### config.mk
export PLATFORM = sky130hd
export DESIGN_NAME = bus_rr_arbiter
export DESIGN_NICKNAME = d
export VERILOG_FILES = /design/src/rtl/bus_arb_pkg.sv /design/src/rtl/bus_rr_arbiter_rr_pick.sv /design/src/rtl/bus_rr_arbiter.sv
export SDC_FILE = /design/constraint.sdc
export NUM_CORES = 1
export LEC_CHECK = 0
export ABC_CLOCK_PERIOD_IN_PS = 5950
export CAP_MARGIN = 15
export CORE_ASPECT_RATIO = 0.75
export CORE_MARGIN = 4
export CORE_UTILIZATION = 30
export CTS_CLUSTER_DIAMETER = 200
export CTS_CLUSTER_SIZE = 40
export DETAILED_ROUTE_END_ITERATION = 10
export GPL_ROUTABILITY_DRIVEN = 0
export GPL_TIMING_DRIVEN = 0
export SYNTH_ARGS = -nofsm -noshare
export SYNTH_HDL_FRONTEND = slang
export SYNTH_SLANG_ARGS = --single-unit
### constraint.sdc
create_clock -name clk -period 5.95 [get_ports clk]
set_clock_uncertainty 0.1 [all_clocks]
set_input_delay 0.8925 -clock clk [delete_from_list [all_inputs] [get_ports clk]]
set_output_delay 0.8925 -clock clk [all_outputs]
set_load 0.005 [all_outputs]
### src/rtl/bus_arb_pkg.sv
// Shared types and helpers for the round-robin bus arbiter.
package bus_arb_pkg;

    // Widest device count the onehot helper can produce.
    localparam int MAX_DRVRS = 32;

    typedef enum logic [1:0] {
        IDLE = 2'd0,
        BUSY = 2'd1,
        GAP  = 2'd2
    } arb_state_t;

    // One-hot vector with bit idx set, or zero when idx is outside [0,n).
    // Callers size-cast the result down to their own device count.
    function automatic logic [MAX_DRVRS-1:0] onehot(input int idx, input int n);
        logic [MAX_DRVRS-1:0] one;
        one = {{(MAX_DRVRS-1){1'b0}}, 1'b1};
        if (idx >= 0 && idx < n && idx < MAX_DRVRS)
            onehot = one << idx;
        else
            onehot = '0;
    endfunction

    // Round-robin pointer after reset: the last device, so the first
    // search starts at device 0.
    function automatic int rr_ptr_rst(input int n);
        return n - 1;
    endfunction

endpackage

### src/rtl/bus_rr_arbiter_rr_pick.sv
// Round-robin pick: first requester strictly after ptr, wrapping.
module rr_pick #(
    parameter  int drvrs = 4,
    localparam int id_w  = $clog2(drvrs)
) (
    input  logic [drvrs-1:0] req,
    input  logic [id_w-1:0]  ptr,
    output logic             any,
    output logic [id_w-1:0]  sel
);

    logic [drvrs-1:0] rot;
    logic [id_w-1:0]  first;

    // Rotate so that device ptr+1 lands at bit 0.
    always_comb begin
        logic [id_w-1:0] idx;
        rot = '0;
        idx = '0;
        for (int i = 0; i < drvrs; i++) begin
            idx    = id_w'((int'(ptr) + 1 + i) % drvrs);
            rot[i] = req[idx];
        end
    end

    // Fixed priority on the rotated vector: lowest index wins.
    always_comb begin
        first = '0;
        for (int i = drvrs - 1; i >= 0; i--)
            if (rot[i]) first = id_w'(i);
    end

    // Undo the rotation to get the real device index.
    always_comb begin
        any = |req;
        sel = id_w'((int'(ptr) + 1 + int'(first)) % drvrs);
    end

endmodule

### src/rtl/bus_rr_arbiter.sv
// Round-robin bus arbiter and transfer sequencer: one grant at a time,
// pop on the first grant cycle, release on done or hold timeout, then a
// single turnaround cycle before the next arbitration.
module bus_rr_arbiter
    import bus_arb_pkg::*;
#(
    parameter  int drvrs    = 4,
    parameter  int max_hold = 16,
    localparam int id_w     = $clog2(drvrs)
) (
    input  logic             clk,
    input  logic             reset,
    input  logic [drvrs-1:0] pndng,
    input  logic             done,
    output logic [drvrs-1:0] grant,
    output logic [id_w-1:0]  grant_id,
    output logic [drvrs-1:0] pop,
    output logic             busy,
    output logic             timeout
);

    localparam int              CNT_W   = $clog2(max_hold + 1);
    localparam logic [CNT_W-1:0] CNT_MAX = CNT_W'(max_hold);
    localparam logic [id_w-1:0]  RR_RST  = id_w'(rr_ptr_rst(drvrs));

    arb_state_t       state_q, state_d;
    logic [CNT_W-1:0] hold_q, hold_d;
    logic [id_w-1:0]  rr_ptr_q, rr_ptr_d;
    logic [drvrs-1:0] grant_d, pop_d, sel_oh;
    logic [id_w-1:0]  grant_id_d;
    logic             busy_d, timeout_d;
    logic             any;
    logic [id_w-1:0]  sel;

    rr_pick #(.drvrs(drvrs)) u_pick (
        .req (pndng),
        .ptr (rr_ptr_q),
        .any (any),
        .sel (sel)
    );

    assign sel_oh = drvrs'(onehot(int'(sel), drvrs));

    // Next state and next registered outputs; everything idles at zero.
    always_comb begin
        state_d    = state_q;
        grant_d    = '0;
        grant_id_d = '0;
        pop_d      = '0;
        busy_d     = 1'b0;
        timeout_d  = 1'b0;
        hold_d     = '0;
        rr_ptr_d   = rr_ptr_q;
        case (state_q)
            IDLE: begin
                if (any) begin
                    state_d    = BUSY;
                    grant_d    = sel_oh;
                    grant_id_d = sel;
                    pop_d      = sel_oh;
                    busy_d     = 1'b1;
                    hold_d     = CNT_W'(1);
                end
            end
            BUSY: begin
                // done has priority over the hold limit in the same cycle
                if (done || hold_q == CNT_MAX) begin
                    state_d   = GAP;
                    timeout_d = !done;
                    rr_ptr_d  = grant_id;
                end else begin
                    grant_d    = grant;
                    grant_id_d = grant_id;
                    busy_d     = 1'b1;
                    hold_d     = hold_q + CNT_W'(1);
                end
            end
            GAP:     state_d = IDLE;
            default: state_d = IDLE;
        endcase
    end

    // State and output registers; reset aborts any transfer silently.
    always_ff @(posedge clk) begin
        if (reset) begin
            state_q  <= IDLE;
            hold_q   <= '0;
            rr_ptr_q <= RR_RST;
            grant    <= '0;
            grant_id <= '0;
            pop      <= '0;
            busy     <= 1'b0;
            timeout  <= 1'b0;
        end else begin
            state_q  <= state_d;
            hold_q   <= hold_d;
            rr_ptr_q <= rr_ptr_d;
            grant    <= grant_d;
            grant_id <= grant_id_d;
            pop      <= pop_d;
            busy     <= busy_d;
            timeout  <= timeout_d;
        end
    end

    a_grant_oh: assert property (@(posedge clk) disable iff (reset) $onehot0(grant));
    a_pop_oh:   assert property (@(posedge clk) disable iff (reset) $onehot0(pop));
    a_pop_gnt:  assert property (@(posedge clk) disable iff (reset) (pop & ~grant) == '0);
    a_busy:     assert property (@(posedge clk) disable iff (reset) busy == (grant != '0));

endmodule

==> results of run 1 <==
-- placed cells by master, fill, tap and decap left out, types with 3 or more instances in the layout --
cell	instances
nor2_1	13
dfxtp_1	21
inv_1	4
nand3_1	3
clkdlybuf4s50_1	16
clkbuf_8	3
nand2_1	6
or2_1	4
and2_1	5
o21ai_1	3
ha_1	3
xnor2_1	4
-- worst max-delay path by stage --
| stage | startpoint | to | slack, ns | cells after the start |
|---|---|---|---|---|
| 4_1_cts | pndng[0] | grant[2] | 2.95 | 9 |
| 3_5_place_dp | pndng[0] | grant[2] | 2.68 | 9 |
| 6_report | pndng[0] | grant[2] | 2.95 | 9 |
| 3_3_place_gp | pndng[0] | grant[2] | 2.73 | 9 |
| 5_1_grt | pndng[0] | grant[2] | 2.78 | 9 |
| 2_1_floorplan | pndng[3] | grant[2] | 3.40 | 10 |
-- power breakdown --
| part | internal [W] | total [W] | switching (W) | leakage, nW |
|---|---|---|---|---|
| Sequential | 0.000156 | 0.000165 | 0.00000921 | 0.172 |
| Combinational | 0.0000464 | 0.0000849 | 0.0000384 | 0.306 |
| Clock | 0.0000465 | 0.0000907 | 0.0000442 | 0.0255 |
| Total | 0.000249 | 0.000341 | 0.0000918 | 0.503 |
-- per-stage QoR --
step / setup slack [ns] / util (%)
6_report: 2.95 / 40.0
5_1_grt: 2.78 / 40.0
4_1_cts: 2.95 / 40.0
3_5_place_dp: 2.68 / 38.5
3_3_place_gp: 2.73 / 38.5
2_1_floorplan: 3.40 / -
-- sequential cells by signal (all words and copies together), names as in the netlist --
name and flops:
hold_q 5, grant 4, pop 4, grant_id 2, rr_ptr_q 2, state_q 2, busy 1, timeout 1
-- routing by layer --
metal / track usage [%] / up-vias / part of all wire (%)
li1: - / 376 / -
met1: 13.1 / 303 / 51
met2: 13.9 / 11 / 44
met3: 4.11 / 0 / 4.9
met4: 1.58 / 0 / 0
met5: 0 / - / 0
-- worst max-delay path, stage by stage --
cell and delay (ns):
clkdlybuf4s50_1 0.57, inv_1 0.11, o311a_1 0.34, o21ai_1 0.16, ha_1 0.18, xnor2_1 0.13
xnor2_1 0.19, xnor2_2 0.17, a32o_2 0.30
-- synth_stat cells, types with 2 or more instances --
| library cell | number | area share [%] |
|---|---|---|
| dfxtp_1 | 21 | 45 |
| nor2_1 | 13 | 5.2 |
| nand2_1 | 6 | 2.4 |
| and2_1 | 5 | 3.3 |
| inv_1 | 4 | 1.6 |
| or2_1 | 4 | 2.7 |
| xnor2_1 | 4 | 3.7 |
| ha_1 | 3 | 4.0 |
| nand3_1 | 3 | 1.6 |
| o21ai_1 | 3 | 1.6 |
| a32o_2 | 2 | 2.4 |
| buf_2 | 2 | 1.1 |
| buf_6 | 2 | 2.4 |
| mux2i_1 | 2 | 2.1 |
| nand2b_1 | 2 | 1.3 |
| nor3_1 | 2 | 1.1 |
-- final cells by class --
type,count,area share (%)
sequential,21,35.3
buffer,5,3.04
clock inverter,1,0.420
tap,38,3.99
inverter,5,1.78
clock buffer,3,3.46
multi-input combinational,67,38.6
timing repair buffer,16,13.4
-- logic make-up (layout without fill, tap and decap cells) --
group | after synthesis | after routing
buffers and inverters | 10 | 30
AO/OA/AOI/OAI | 15 | 15
multiplexers | 2 | 2
XOR/XNOR | 6 | 6
AND/OR/NAND/NOR | 41 | 41
flip-flops | 21 | 21
adder cells (fa/ha/maj) | 3 | 3
==> flow_summary.ini, run 1 <==
[run_status]
status = finished, final reports clean

[clock_network]
clk_latency_ns = 0.25
numCtsBuffers = 3
cts-hold-fix-buffers = 0
h-tree-depth = 1
cts-resized-gates = 0
postCtsSetupBuffers = 0
clkTransAtPathRegs_ns = 0.07
clockRootBuffer = clkbuf_8
cts_buffer_depth = 2
cts_sinks = 21
cts_tree = built

[place]
numPortBuffers = 16
dpl.cell_count = 152
dpl-instance-area_um2 = 1150
dp.final_hpwl_um = 1370

[sta]
fmax_mhz = 334
period_minus_slack_ns = 3.00
tightest_slew_ns = 0.380
setup_viol = 0
final_max_slew_viol_count = 0
hold_viol = 0
finalCritPeriodShare_pct = 50.3
hold_ws_ns = 0.357
final.setup.tns_ns = 0
rsz0062_at_grt = no
slew_headroom_pct = 74.5

[grt]
grt_max_degree = 13
grt_overflow_total = 0
grt_util_all_layers_pct = 9.51
grt_pass1_vias = 692
grt_pass1_wl_um = 3080
antenna_found_initial = 0

[power]
power_w = 0.000341
p_leak_nw = 0.503
max-vdd-ir-drop_v = 0.000139
p_per_area_nw_per_um2 = 286

[finish]
regArea_um2 = 420
nets = 129
fin_cells = 156
syn_to_final_growth_pct = 27.1
multi_input_comb_area_um2 = 460
fill_cells = 305
drive_above_1_share_pct = 12.7
fin_area_um2 = 1190
diodes = 0

[synthesis]
synth_ff_type = dfxtp_1
synth_compound_area_share_pct = 14.0
synthSimpleGateAreaFrac_pct = 22.5
ys_seq_area_share_pct = 44.8
synthXorXnorAreaFrac_pct = 6.40
avgSynthCellArea_um2 = 9.58
synth-adder-area-share_pct = 4.00
ys_warn_count = 0
ys_seq_elements = 21
synth.area.mux_share_pct = 2.13
synth_edf_count = 0
syn_area_um2 = 938
synth_top_family_by_area = simple AND/OR/NAND/NOR gates
synth.distinct_cells = 36
syn-instance-count = 98
async_flop_share_pct = 0
syn_nets = 108

[routing]
viasPerCell = 4.42
vias = 690
detail-route-antenna-nets = 0
drc = 0
wirelength_um = 1790
drt-pass1-iter-count = 4
wl_per_cell_um = 11.5
drtIter0Drc = 19

[hold_path]
hp-start = grant[1]
min_to = grant[1]
hold_path_class = flip-flop to flip-flop
holdPathStages = 2

[setup_path]
end_kind = flip-flop
crit_fanout = 9
reg2reg_depth = 10
crit_type = primary input to flip-flop
arrival_ns = 3.05
r2r_start = rr_ptr_q[0]
startpoint_type = primary input
reg2reg_to = grant[2]
rrSetupSlack_ns = 3.80
cp.required_ns = 6.00

[floorplan]
dieArea_um2 = 4100
start_util_pct = 31.5
rows = 17
pin_count = 19
coreArea_um2 = 2980
fp.dieW_um = 72.6
die_h_um = 56.4

[run]
drv_cap = 0
(Power assumes the default switching activity.)
==> run 2, diff against run 1 <==
--- a/config.mk
+++ b/config.mk
@@ -5,7 +5,7 @@
 export SDC_FILE = /design/constraint.sdc
 export NUM_CORES = 1
 export LEC_CHECK = 0
-export ABC_CLOCK_PERIOD_IN_PS = 5950
+export ABC_CLOCK_PERIOD_IN_PS = 2500
 export CAP_MARGIN = 15
 export CORE_ASPECT_RATIO = 0.75
 export CORE_MARGIN = 4
==> constraint.sdc (replaced) <==
create_clock -name clk -period 2.5 [get_ports clk]
set_clock_uncertainty 0.1 [all_clocks]
set_input_delay 0.375 -clock clk [delete_from_list [all_inputs] [get_ports clk]]
set_output_delay 0.375 -clock clk [all_outputs]
set_load 0.005 [all_outputs]
==> flow_summary.ini, run 2 (same netlist as run 1, synthesis figures left out) <==
[run]
drv_cap = 0

[sta]
fmax_mhz = 445
setup_viol = 0
hold_viol = 0
slew_headroom_pct = 79.8
tightest_slew_ns = 0.302
finalCritPeriodShare_pct = 89.9
rsz0062_at_grt = no
hold_ws_ns = 0.354
final_max_slew_viol_count = 0
period_minus_slack_ns = 2.25

[clock_network]
clockRootBuffer = clkbuf_8
clk_latency_ns = 0.25
h-tree-depth = 1
numCtsBuffers = 3
clkTransAtPathRegs_ns = 0.07
cts_tree = built
cts_buffer_depth = 2
cts_sinks = 21

[setup_path]
crit_fanout = 10
startpoint_type = flip-flop
end_kind = flip-flop
crit_type = flip-flop to flip-flop
cp.required_ns = 2.55
arrival_ns = 2.30

[finish]
post-route-util_pct = 40.8
layout_common_cells = dfxtp_1, clkdlybuf4s50_1, nor2_1, nand2_1, and2_1
nets = 130
syn_to_final_growth_pct = 29.3
top_register = hold_q
largest_reg_flops = 5
diodes = 0
final_common_cell = dfxtp_1
reg_top3 = hold_q x5, grant x4, pop x4
drive_above_1_share_pct = 15.1

[routing]
vias = 701
drc = 0
detail-route-antenna-nets = 0
drtIter0Drc = 16
viasPerCell = 4.46
drt-pass1-iter-count = 4
wl_per_cell_um = 11.4
wirelength_um = 1790

[floorplan]
dieArea_um2 = 4100
start_util_pct = 31.5
fp.dieW_um = 72.6
rows = 17
coreArea_um2 = 2980
pin_count = 19
die_h_um = 56.4

[grt]
grt_max_degree = 13
grt_pass1_vias = 692
grt_util_all_layers_pct = 9.51
grt_pass1_wl_um = 3080
grt_overflow_total = 0
antenna_found_initial = 0

[place]
numPortBuffers = 16
dp.final_hpwl_um = 1370

[power]
p_per_area_nw_per_um2 = 676
p_leak_nw = 0.527
power_w = 0.000821
max-vdd-ir-drop_v = 0.000331

[hold_path]
hold_path_class = flip-flop to flip-flop

[run_status]
status = finished, final reports clean
run 2: cell count changes in the layout (fill, tap and decap cells not counted):
cell,change
nor4_1,-1
dlymetal6s2s_1,+2
clkdlybuf4s50_1,-2
buf_4,+1
nor2_1,-1
nor2_2,+1
nor4_2,+1
run 2: cell type report:
class,count,area [um^2]
Sequential cell,21,420
Fill cell,303,1760
Inverter,5,21.3
Buffer,5,36.3
Clock inverter,1,5.00
Clock buffer,3,41.3
Multi-Input combinational cell,67,469
Tap cell,38,47.5
Timing Repair Buffer,17,173
run 2: final timing paths:
path / start / endpoint / slack (ns) / cells after the start
worst min-delay path: grant[1] / grant[1] / 0.35 / 2
worst min register to register: grant[1] / grant[1] / 0.35 / 2
worst max-delay path: rr_ptr_q[0] / grant[2] / 0.25 / 11
worst max register to register: rr_ptr_q[0] / grant[2] / 0.25 / 11
run 2: where the power goes:
part | internal (W) | switching (W) | total (W)
logic | 0.000118 | 0.0000948 | 0.000213
clock network | 0.000111 | 0.000104 | 0.000215
registers | 0.000371 | 0.0000220 | 0.000393
run 2: per-stage QoR:
stage,setup slack [ns],setup TNS (ns),instance area [um^2],cells
floorplan,0.463,0,938,98
global placement,-0.203,-1.39,1150,152
detailed placement,-0.251,-1.72,1150,152
CTS,0.0203,0,1190,156
global route,0.135,0,1210,157
finish,0.252,0,1210,157
run 2: timing repair:
action | 4_1_cts | 5_1_grt
hold endpoints to repair | 0 | 0
setup buffers | 0 | 1
hold buffers | 0 | 0
resized for setup | 0 | 4
endpoints found under the setup margin | 0 | 9
run 2: worst max-delay path, cell delays in order (launching register included):
cell      delay (ns)
dfxtp_1         0.31
buf_6           0.14
inv_4           0.07
nor2_1          0.05
a221oi_1        0.24
o21ai_1         0.11
ha_1            0.20
xnor2_1         0.14
xnor2_1         0.27
xnor2_2         0.10
buf_4           0.17
a32o_2          0.26
run 2: routing by layer:
metal	up-vias	global-route usage (%)	share of wire, %
met2	18	13.9	45
met5	-	0	0
li1	375	-	-
met1	308	13.1	48
met4	0	1.58	0
met3	0	4.11	6.5
==> variant 1, RTL diff (flow settings as in run 2) <==
The output `timeout` loses its register stage (`timeout` becomes a continuous assignment). Comments in the files are not updated.
--- a/src/rtl/bus_rr_arbiter.sv
+++ b/src/rtl/bus_rr_arbiter.sv
@@ -90,7 +90,6 @@
             grant_id <= '0;
             pop      <= '0;
             busy     <= 1'b0;
-            timeout  <= 1'b0;
         end else begin
             state_q  <= state_d;
             hold_q   <= hold_d;
@@ -99,9 +98,10 @@
             grant_id <= grant_id_d;
             pop      <= pop_d;
             busy     <= busy_d;
-            timeout  <= timeout_d;
         end
     end
+
+    assign timeout = timeout_d;
 
     a_grant_oh: assert property (@(posedge clk) disable iff (reset) $onehot0(grant));
     a_pop_oh:   assert property (@(posedge clk) disable iff (reset) $onehot0(pop));
Function: same outputs for any inputs over 10 cycles, from zero or initial values and one cycle with reset high; that may be too few to reach the edited logic, so the function may still have changed.
==> variant 1 against run 2 <==
- sequential power shrank 5.1%
- fmax is essentially flat
- routed wire length grew 0.61%
- sequential cell count shrank 1
- via count grew 4.6%
- synthesized area shrank 2.4%
- die area shrank 2.1%
- final area shrank 1.3%
- critical path type is now reg2out
- worst hold slack gained 0.012 ns
- worst setup slack gained 0.0021 ns
- power grew 8.2%
==> variant 1: results (changes against run 2) <==
cells_and_area:
  drive_gt1_frac: 0.143  # was 0.151
  non_clock_inverter_total_of_the_final_layout: 6  # was 5
  buffers: 20  # was 22
  seqAreaFraction: 0.334  # was 0.346
  final-nonclk-buf-share: 0.157  # was 0.172
  multi_input_area_share: 0.389  # was 0.387
  layout.clock.cell_area_share: 0.0596  # was 0.0381
  multiInputCombCellCount: 69  # was 67
  filler_cell_count: 291  # was 303
worst_setup_path:
  cp.arrival_ns: 1.77  # was 2.30 ns
  reg2reg_from: "rr_ptr_q[0]"  # unchanged
  crit-reg2reg-capture: "grant[3]"  # was grant[2]
  reg2reg_setup_slack_ns: 0.30  # was 0.25 ns
  crit_fanout: 6  # was 10
logic_synthesis:
  gate_count_after_technology_mapping: 99  # was 98
  seq_area_frac_synth: 0.437  # was 0.448
  synth_commonest_cells: "20 x dfxtp_1, 13 x nor2_1, 7 x nand2_1"  # was 21 x dfxtp_1, 13 x nor2_1, 6 x nand2_1
  syn_nets: 109  # was 108
  yosys_register_bits: 20  # was 21
  synthTopCellsByArea: "dfxtp_1 44%, nor2_1 5.3%, ha_1 4.1%, o21ai_0 3.3%, nand2_1 2.9%"  # was dfxtp_1 45%, nor2_1 5.2%, ha_1 4.0%, xnor2_1 3.7%, and2_1 3.3%
route:
  dr.first_iter.drc_count: 22  # was 16
  detailroute.wirelength.met2_um: 823  # was 808 um
  routed_wl_um: 1800  # was 1790 um
  wl_met1_um: 898  # was 865 um
  met3RoutedLength_um: 81  # was 117 um
  maxUsedRoutingLayer: "met3"  # unchanged
  post_drt_wl_per_cell_um: 11.5  # was 11.4 um
  vias_per_cell: 4.67  # was 4.46
clock_network:
  numCtsBuffers: 3  # unchanged
  cts.path.max_buffers: 2  # unchanged
  clock-root-buffer: "clkbuf_8"  # unchanged
  clkTransAtPathRegs_ns: 0.07  # about the same
  ctsHtreeMaxLevel: 1  # unchanged
pwr:
  leak_pwr_nw: 0.488  # was 0.527 nW
  irDropWorstVdd_mv: 0.361  # was 0.331 mV
status:
  outcome: "completed"  # unchanged
sta:
  worst_hold_margin_ns: 0.366  # was 0.354 ns
  timing.max_slew.rel_slack: 0.606  # was 0.798
global_route:
  grt_usage: 0.0938  # was 0.0951
  grt_use_met2: 0.136  # was 0.139
  grt_pass1_vias: 694  # was 692
  grt_first_pass_wirelength_um: 3060  # was 3080 um
  groute.layer.met1.usage: 0.128  # was 0.131
  globalRouteMet3Util: 0.0253  # was 0.0411
worst_hold_path:
  worst_hold_path.num_cells: 2  # unchanged
  min-delay-path-class: "reg2reg"  # unchanged
place:
  dpl.cell_count: 152  # unchanged
  port_buffers: 15  # was 16
  place.detailed.hpwl_um: 1290  # was 1370 um
  place_ws_ns: -0.227  # was -0.251 ns
## variant 1: cell count changes after synthesis, sizes merged, moves of 2 or more
cell	change
o21ai	+2
mux2i	-2
buf	-2
and2	-3
nor4	+3
## variant 1: cell families after synthesis
logic type               count (synthesis)  synth area share
adder cells (fa/ha/maj)                  3            0.0410
AO/OA/AOI/OAI                           17             0.154
XOR/XNOR                                 6            0.0656
AND/OR/NAND/NOR                         43             0.247
flip-flops                              20             0.437
buffers and inverters                   10            0.0546
## variant 1: what timing repair did
item,CTS,global route
gates resized for setup,0,2
buffers inserted,0,1
setup endpoints to repair,0,9
## variant 1: worst max-delay path, stage by stage, from the launching register on
cell and delay (ns):
dfxtp_1 0.39, inv_1 0.06, ha_1 0.19, and4bb_2 0.28, and3b_1 0.17, clkdlybuf4s50_1 0.44
## variant 1: how the worst max path moves through the flow
| stage | start | to | slack, ns | cells past startpoint |
|---|---|---|---|---|
| floorplan | pndng[1] | grant[2] | 0.42 | 9 |
| global placement | pndng[0] | grant[0] | -0.22 | 9 |
| detailed placement | pndng[0] | grant[0] | -0.23 | 9 |
| CTS | pndng[0] | grant[0] | 0.02 | 9 |
| global route | rr_ptr_q[0] | grant[2] | 0.16 | 11 |
| finish | hold_q[0] | timeout | 0.25 | 5 |
## variant 1: through the flow
step	utilization	cell area, um2
floorplan	-	916
global placement	0.379	1110
detailed placement	0.379	1110
CTS	0.404	1180
global route	0.408	1200
finish	0.408	1200
## variant 1: report_power, final
| part | internal [mW] | switching (mW) | total, mW |
|---|---|---|---|
| sequential | 0.353 | 0.0202 | 0.373 |
| combinational | 0.107 | 0.0922 | 0.199 |
| clock | 0.213 | 0.103 | 0.316 |
==> variant 2, RTL diff (config.mk and constraints of run 2) <==
Made on the original files. `max_hold`: 16 -> 32.
--- a/src/rtl/bus_rr_arbiter.sv
+++ b/src/rtl/bus_rr_arbiter.sv
@@ -5,7 +5,7 @@
     import bus_arb_pkg::*;
 #(
     parameter  int drvrs    = 4,
-    parameter  int max_hold = 16,
+    parameter  int max_hold = 32,
     localparam int id_w     = $clog2(drvrs)
 ) (
     input  logic             clk,
Check against the original RTL: no difference found for any inputs over 10 cycles, from zero or initial values and one cycle with reset high; that may be too few to reach the edited logic, so the function may still have changed.
==> variant 2 against run 2 <==
- fmax shrank 4.0%
- sequential share of layout area shrank 1.7 points
- worst setup slack lost 0.094 ns
- final area grew 10%
- sequential cell count grew 1
- synthesized area grew 10%
- routed wire length grew 24%
- utilization shrank 0.32 points
- synthesized cell count grew 17%
- power grew 4.4%
- critical endpoint is now grant[1]
- clock power grew 16%
- register-to-register slack lost 0.04 ns
- first-iteration DRC count grew 120%
==> variant 2: results (changes against run 2) <==
logic_synthesis:
  synth_area_per_cell_um2: 9.01  # was 9.58 um2
  gate_count_after_technology_mapping: 115  # was 98
  seq_area_frac_synth: 0.425  # was 0.448
  post_synth_num_cell_types: 37  # was 36
  synthTopCellsByArea: "dfxtp_1 43%, nor2_1 5.1%, xnor2_1 4.2%, ha_1 3.6%, nand3_1 2.9%"  # was dfxtp_1 45%, nor2_1 5.2%, ha_1 4.0%, xnor2_1 3.7%, and2_1 3.3%
  synth_commonest_cells: "22 x dfxtp_1, 14 x nor2_1, 8 x nand2_1"  # was 21 x dfxtp_1, 13 x nor2_1, 6 x nand2_1
  syn_nets: 125  # was 108
global_route:
  groute.layer.met1.usage: 0.145  # was 0.131
  grt_first_pass_wirelength_um: 3750  # was 3080 um
  grt_usage: 0.110  # was 0.0951
  grt_pass1_vias: 813  # was 692
  globalRouteMet3Util: 0.0427  # was 0.0411
pwr:
  share_seq_of_total_power: 0.475  # was 0.478
  power_density_nw_per_um2: 640  # was 676 nW/um2
  leak_pwr_nw: 0.554  # was 0.527 nW
  total_switching_power_mw: 0.228  # was 0.221 mW
  irDropWorstVdd_mv: 0.263  # was 0.331 mV
route:
  maxUsedRoutingLayer: "met4"  # was met3
  wl_met1_um: 1100  # was 865 um
  vias: 873  # was 701
  met3RoutedLength_um: 120  # was 117 um
  vias_per_cell: 4.96  # was 4.46
  detailroute.wirelength.met2_um: 971  # was 808 um
clock_network:
  clkSinkCount: 22  # was 21
cells_and_area:
  nClkBuffers: 4  # was 3
  multiInputCombCellCount: 85  # was 67
  drive_gt1_frac: 0.110  # was 0.151
  buffers: 21  # was 22
  layout.clock.cell_area_share: 0.0411  # was 0.0381
  largest_registers: "hold_q: 6 flops, grant: 4 flops, pop: 4 flops"  # was hold_q: 5 flops, grant: 4 flops, pop: 4 flops
  multi_input_gate_area_in_the_final_layout_um2: 591  # was 469 um2
  filler_cell_count: 338  # was 303
  final-nonclk-buf-share: 0.140  # was 0.172
  syn2layout_area_growth_pct: 29.2  # was 29.3%
sta:
  timing.max_slew.rel_slack: 0.755  # was 0.798
worst_setup_path:
  crit_fanout: 7  # was 10
  cp.arrival_ns: 2.40  # was 2.30 ns
place:
  place.detailed.hpwl_um: 1700  # was 1370 um
  place_ws_ns: -0.431  # was -0.251 ns
  dpl-instance-area_um2: 1260  # was 1150 um2
  dpl.cell_count: 172  # was 152
status:
  outcome: "completed"  # unchanged
variant 2: cells by family (layout without fill, tap and decap cells):
logic type / count (synthesis) / count (layout) / share of synthesized area
compound gates: 28 / 28 / 0.219
simple gates: 46 / 46 / 0.220
flops: 22 / 22 / 0.425
fa+ha+maj: 3 / 3 / 0.0362
buf+inv: 8 / 29 / 0.0314
mux: 1 / 1 / 0.00966
xor+xnor: 7 / 7 / 0.0592
variant 2: worst paths after layout:
path / endpoint / slack, ns / depth (start not counted) / start
worst min-delay path: grant[0] / 0.38 / 2 / grant[0]
worst max-delay path: grant[1] / 0.16 / 10 / pndng[0]
worst min register to register: grant[0] / 0.38 / 2 / grant[0]
worst max register to register: grant[1] / 0.21 / 9 / rr_ptr_q[0]
variant 2: critical path: stages:
cell,delay [ns]
dlygate4sd2_1,0.37
or2b_1,0.26
o22ai_1,0.14
nand2_1,0.07
o211ai_1,0.11
ha_1,0.21
xnor2_2,0.16
xnor2_1,0.14
and3_1,0.24
a221o_1,0.32
